<file path="config.mk">
export PLATFORM = sky130hd
export DESIGN_NAME = mm_sched
export DESIGN_NICKNAME = d
export VERILOG_FILES = /design/src/rtl/mm_sched.sv
export SDC_FILE = /design/constraint.sdc
export NUM_CORES = 1
export LEC_CHECK = 0
export ABC_AREA = 1
export CORE_UTILIZATION = 50
export DETAILED_ROUTE_END_ITERATION = 7
export DONT_BUFFER_PORTS = 1
export PLACE_DENSITY_LB_ADDON = 0.1
export SLEW_MARGIN = 15
export SYNTH_ARGS = -nofsm -noshare
export SYNTH_HDL_FRONTEND = slang
export SYNTH_SLANG_ARGS = --single-unit
</file>
<file path="constraint.sdc">
create_clock -name i_clk -period 1.82 [get_ports i_clk]
set_input_delay 0.455 -clock i_clk [delete_from_list [all_inputs] [get_ports i_clk]]
set_output_delay 0.455 -clock i_clk [all_outputs]
set_load 0.02 [all_outputs]
</file>
<file path="src/rtl/mm_sched.sv">
// mm_sched: command FIFO feeding a matrix-multiply job FSM with tile counting and response handshake.
// Optional watchdog abort enabled by defining MM_SCHED_TIMEOUT_EN.
`ifndef AD
`define AD 3
`endif
module mm_sched #(
    parameter int DEPTH   = 4,
    parameter int ID_W    = 4,
    parameter int TILE_W  = 16,
    parameter int TIMEOUT = 4096
) (
    input  logic                     i_clk,
    input  logic                     i_rst,
    input  logic                     i_cmd_valid,
    output logic                     o_cmd_ready,
    input  logic [1:0]               i_cmd_mode,
    input  logic [ID_W-1:0]          i_cmd_id,
    output logic [1:0]               o_mm_mode,
    output logic                     o_mm_start,
    input  logic                     i_mm_tile_done,
    input  logic                     i_mm_mtrx_done,
    output logic                     o_rsp_valid,
    input  logic                     i_rsp_ready,
    output logic [ID_W-1:0]          o_rsp_id,
    output logic [TILE_W-1:0]        o_rsp_tiles,
    output logic                     o_rsp_err,
    output logic                     o_busy,
    output logic [$clog2(DEPTH):0]   o_fifo_cnt
);
    localparam int AW = $clog2(DEPTH);
    localparam int CW = AW + 1;
    localparam logic [CW-1:0] FULL = CW'(DEPTH);
    localparam logic [7:0] AD_LAST = 8'(`AD - 1);

    typedef enum logic [2:0] {IDLE, START, RUN, DRAIN, RESP} state_t;
    state_t state, state_nx;

    logic [ID_W+1:0] mem [DEPTH];
    logic [AW-1:0]   wr_ptr, rd_ptr;
    logic [CW-1:0]   cnt;
    logic            push, pop, wd_fire;
    logic [1:0]      job_mode;
    logic [ID_W-1:0] job_id;
    logic [TILE_W-1:0] tiles;
    logic [7:0]      drain_cnt;

    assign o_cmd_ready = cnt < FULL;
    assign push        = i_cmd_valid && o_cmd_ready;
    assign o_mm_mode   = job_mode;
    assign o_rsp_id    = job_id;
    assign o_rsp_tiles = tiles;
    assign o_fifo_cnt  = cnt;

    always_ff @(posedge i_clk) begin
        if (i_rst) state <= IDLE;
        else state <= state_nx;
    end

    always_comb begin
        state_nx    = state;
        pop         = 1'b0;
        o_mm_start  = 1'b0;
        o_rsp_valid = 1'b0;
        o_busy      = state != IDLE;
        case (state)
            IDLE: begin
                pop      = cnt != '0;
                state_nx = pop ? START : IDLE;
            end
            START: begin
                o_mm_start = 1'b1;
                state_nx   = RUN;
            end
            RUN:   state_nx = i_mm_mtrx_done ? DRAIN : (wd_fire ? RESP : RUN);
            DRAIN: state_nx = drain_cnt == AD_LAST ? RESP : DRAIN;
            RESP: begin
                o_rsp_valid = 1'b1;
                state_nx    = i_rsp_ready ? IDLE : RESP;
            end
            default: state_nx = IDLE;
        endcase
    end

    always_ff @(posedge i_clk) begin
        if (push) mem[wr_ptr] <= {i_cmd_mode, i_cmd_id};
    end

    always_ff @(posedge i_clk) begin
        if (i_rst) begin
            wr_ptr    <= '0;
            rd_ptr    <= '0;
            cnt       <= '0;
            job_mode  <= '0;
            job_id    <= '0;
            tiles     <= '0;
            drain_cnt <= '0;
        end else begin
            wr_ptr    <= push ? wr_ptr + 1'b1 : wr_ptr;
            rd_ptr    <= pop ? rd_ptr + 1'b1 : rd_ptr;
            cnt       <= cnt + CW'(push) - CW'(pop);
            drain_cnt <= state == DRAIN ? drain_cnt + 8'd1 : 8'd0;
            if (pop) begin
                {job_mode, job_id} <= mem[rd_ptr];
                tiles              <= '0;
            end else if (state == RUN && i_mm_tile_done && !(&tiles)) begin
                tiles <= tiles + 1'b1;
            end
        end
    end

`ifdef MM_SCHED_TIMEOUT_EN
    localparam int WW = $clog2(TIMEOUT + 1);
    localparam logic [WW-1:0] WD_LAST = WW'(TIMEOUT - 1);
    logic [WW-1:0] wd;
    logic          err;
    // wd counts quiet RUN cycles; it is zero on RUN entry because it clears outside RUN
    assign wd_fire   = state == RUN && !i_mm_tile_done && !i_mm_mtrx_done && wd == WD_LAST;
    assign o_rsp_err = err;
    always_ff @(posedge i_clk) begin
        if (i_rst) begin
            wd  <= '0;
            err <= 1'b0;
        end else begin
            wd  <= (state == RUN && !i_mm_tile_done) ? wd + 1'b1 : '0;
            err <= pop ? 1'b0 : (wd_fire ? 1'b1 : err);
        end
    end
`else
    assign wd_fire   = 1'b0;
    assign o_rsp_err = 1'b0;
`endif
endmodule

</file>
==> impl_results.md <==
- Status: finished clean
- Placer Congestion: 0.805
- Largest net degree at the start of global routing: 14
- Utilization after layout: 60.9%
- # hold bufs at CTS: 0
- Cell Pwr Density: about 1200 mW/mm2
- CTS clock-pin slew for the worst setup and hold paths: roughly 0.070 ns
- Drt drc: 0
- Vias: between 2000 and 2500
- # setup viols final: 0
- Total Nets Final: roughly 400
- Sequential share of the synthesized area: between 50% and 60%
- H-tree Lvls: 3
- Total track usage: 20.7%
- Post-CTS Setup Bufs: 0
- Synth Flop Type: dfxtp_1
- Routed Antenna Nets: 0
- Crit. End Element: flop
- Maximum clock insertion buffer count: 2
- Fin Hold WS: about 0.17 ns
- Minimum clock period: 1.71 ns
- Slew Viols, Final: 0
- Initial core utilization: 52.3%
- Setup CP Type: flop to flop
- Crit share post-route: 94.1%
- Max incr delay on CP: 0.51 ns
- Crit path max fanout: 4
- CTS tree: done
- Post-DP HPWL: 4220 um
- Overall routed net length: 5830 um
- Setup slack after placement: slightly below 0.04 ns
- Storage cell area: between 0.0015 and 0.002 mm2
- Routed length on met3: 358 um
- Initial antenna violation count: 0
- YS warnings: 0
- Vias in the first global route: 2145
- Core ar.: ~0.0055 mm2
- Critical Path, Cell by Cell: inv_6 -> nand3_1 -> nand3_2 -> xor2_1 -> ha_2 -> inv_1 -> fa_2 -> nor2_1
- Leakage: ~1.3 nW
- Die Wd: 78.2 um
- FF+latch count, synth: 64
- Top Layer Used: met4
- Skew final: 0.00335 ns
- Post-CTS sizing: 0
- WP data arrival: 1.95 ns
- First drt pass iteration count: 4
- Multi-input logic area: 0.00120 mm2
- Post-synth EDFFs: 24
- Drt via density: 5.07
- Clk Latency, worst-skew pair: 0.34 ns
- Rows: 27
- M1 WL: 2750 um
- Syn_area_per_cell: 8.41 um2
- Hold Vio Cnt, Final: 0
- Synthesized area: 0.00290 mm2
- Grt ovf: 0
- Startpoint types: flop
- Worst Slack Setup Final: 0.107 ns
- Layout cells sized above 1: 17.9%
- HP Class: primary input to flop
- CP max-delay cell: fa_2
- Port buffer count: 0
- Drt wl/cell: between 10 and 15 um
- Setup TNS: 0 ns
- Sink Count: 64
- Max VDD drop: between 1 and 1.5 mV
- Max-cap violations: 0
- Die extent in y: 78.2 um
- Initial DRC Count: 156
- Async SR Flop Fraction: 0%
- Filler instances: 504
- Die footprint: 0.00611 mm2
- Max Clock Freq: 0.584 GHz
- CTS Buf Count: 9
- Worst R2R Setup Slack: 0.11 ns
- Post-synthesis instance total: 345
- Crit path required time: 2.06 ns
- Post-Syn Nets: between 300 and 400
- Num ports: 42
- Unrepaired setup endpoints after global routing: false
- Root Driver: clkbuf_8
- Cell variety after synth: 28
- Area growth, synth to finish: 16.4%
- First-pass GRT wire length: 9540 um
- ANT cells: 0
- WL met2: 2600 um
==> cells in the mapped netlist (2+ instances only) <==
library cell / instances / share of area, %
a21oi_1: 27 / 4.7
edfxtp_1: 24 / 25
nor2_1: 67 / 8.7
o22ai_1: 6 / 1.3
nand2_2: 4 / 0.86
nand4_1: 2 / 0.43
nand2_1: 49 / 6.3
ha_1: 8 / 3.5
dfxtp_1: 40 / 28
nor2_4: 4 / 1.6
nor2_2: 5 / 1.1
clkbuf_1: 3 / 0.39
inv_1: 36 / 4.7
o21ai_0: 27 / 4.7
nor3b_1: 2 / 0.52
nor3_1: 4 / 0.69
xor2_1: 3 / 0.91
nand3_1: 21 / 3.6
nand3_2: 3 / 1.0
buf_4: 2 / 0.52
==> metrics by stage <==
step,power [mW],instances,cell area (um2)
floorplan,2.71,345,2910
global placement,3.04,442,3190
detailed placement,3.08,442,3190
CTS,4.10,458,3360
global route,4.39,458,3370
finish,4.10,458,3370
==> path summary, 6_finish.rpt <==
check,cells past startpoint,endpoint,start
setup / recovery,8,o_fifo_cnt[1],o_fifo_cnt[2]
hold / removal,1,o_fifo_cnt[1],i_rst
setup reg to reg,8,o_fifo_cnt[1],o_fifo_cnt[2]
hold reg to reg,1,drain_cnt[0],drain_cnt[0]
==> power by group <==
group / switching (mW) / leakage [nW] / internal [mW] / total (mW)
Clock: 0.547 / 0.0754 / 0.476 / 1.02
Sequential: 0.170 / 0.546 / 1.68 / 1.85
Combinational: 0.793 / 0.656 / 0.440 / 1.23
==> critical path, delay by kind of cell, from the launching register on <==
family | cells | cell delay [ns]
adder cells (fa/ha/maj) | 2 | 0.70
XOR/XNOR | 1 | 0.17
buffers and inverters | 2 | 0.11
AND/OR/NAND/NOR | 3 | 0.21
flip-flops | 1 | 0.41
==> cell usage in the layout (no fill, tap or decap), drive strengths merged <==
cell type	count
fa	1
nand3	24
nand4	2
edfxtp	24
nand2	53
conb	1
clkbuf	9
xnor2	1
clkinvlp	2
dfxtp	40
a21oi	27
nor2	76
o21ai	27
nand3b	1
nor3	4
ha	8
o22ai	6
clkinv	5
buf	33
inv	37
nor3b	2
xor2	3
==> layout make-up <==
type                       instances  share of cell area [%]
sequential                        64                    45.2
multi-input combinational        236                    35.7
timing repair buffer              33                    7.34
inverter                          37                    4.26
clock buffer                       9                    3.67
tap                               72                    2.67
clock inverter                     7                    1.15
==> per-layer routing <==
layer / up-vias / track usage [%]
li1: 1206 / -
met1: 1055 / 26.0
met2: 52 / 32.0
met3: 11 / 5.81
met4: 0 / 11.7
met5: - / 0
==> kinds of logic (layout without fill, tap and decap cells) <==
group | count (synthesis) | after routing | synth area share, %
and+or+nand+nor | 162 | 162 | 25.1
DFF | 64 | 64 | 52.5
AOI/OAI and AO/OA | 60 | 60 | 10.6
buffers and inverters | 45 | 86 | 6.38
adders and majority gates | 9 | 9 | 4.14
xor gates and xnor gates | 4 | 4 | 1.21
other | 1 | 1 | 0.129
==> registers in the layout (all words and copies together), names as in the netlist <==
register and cells:
drain_cnt 8, o_mm_mode 2, mem 24, o_rsp_tiles 16
o_fifo_cnt 3, state 3, o_rsp_id 4, wr_ptr 2
rd_ptr 2
Note: power is estimated with default switching activity, not from simulation.
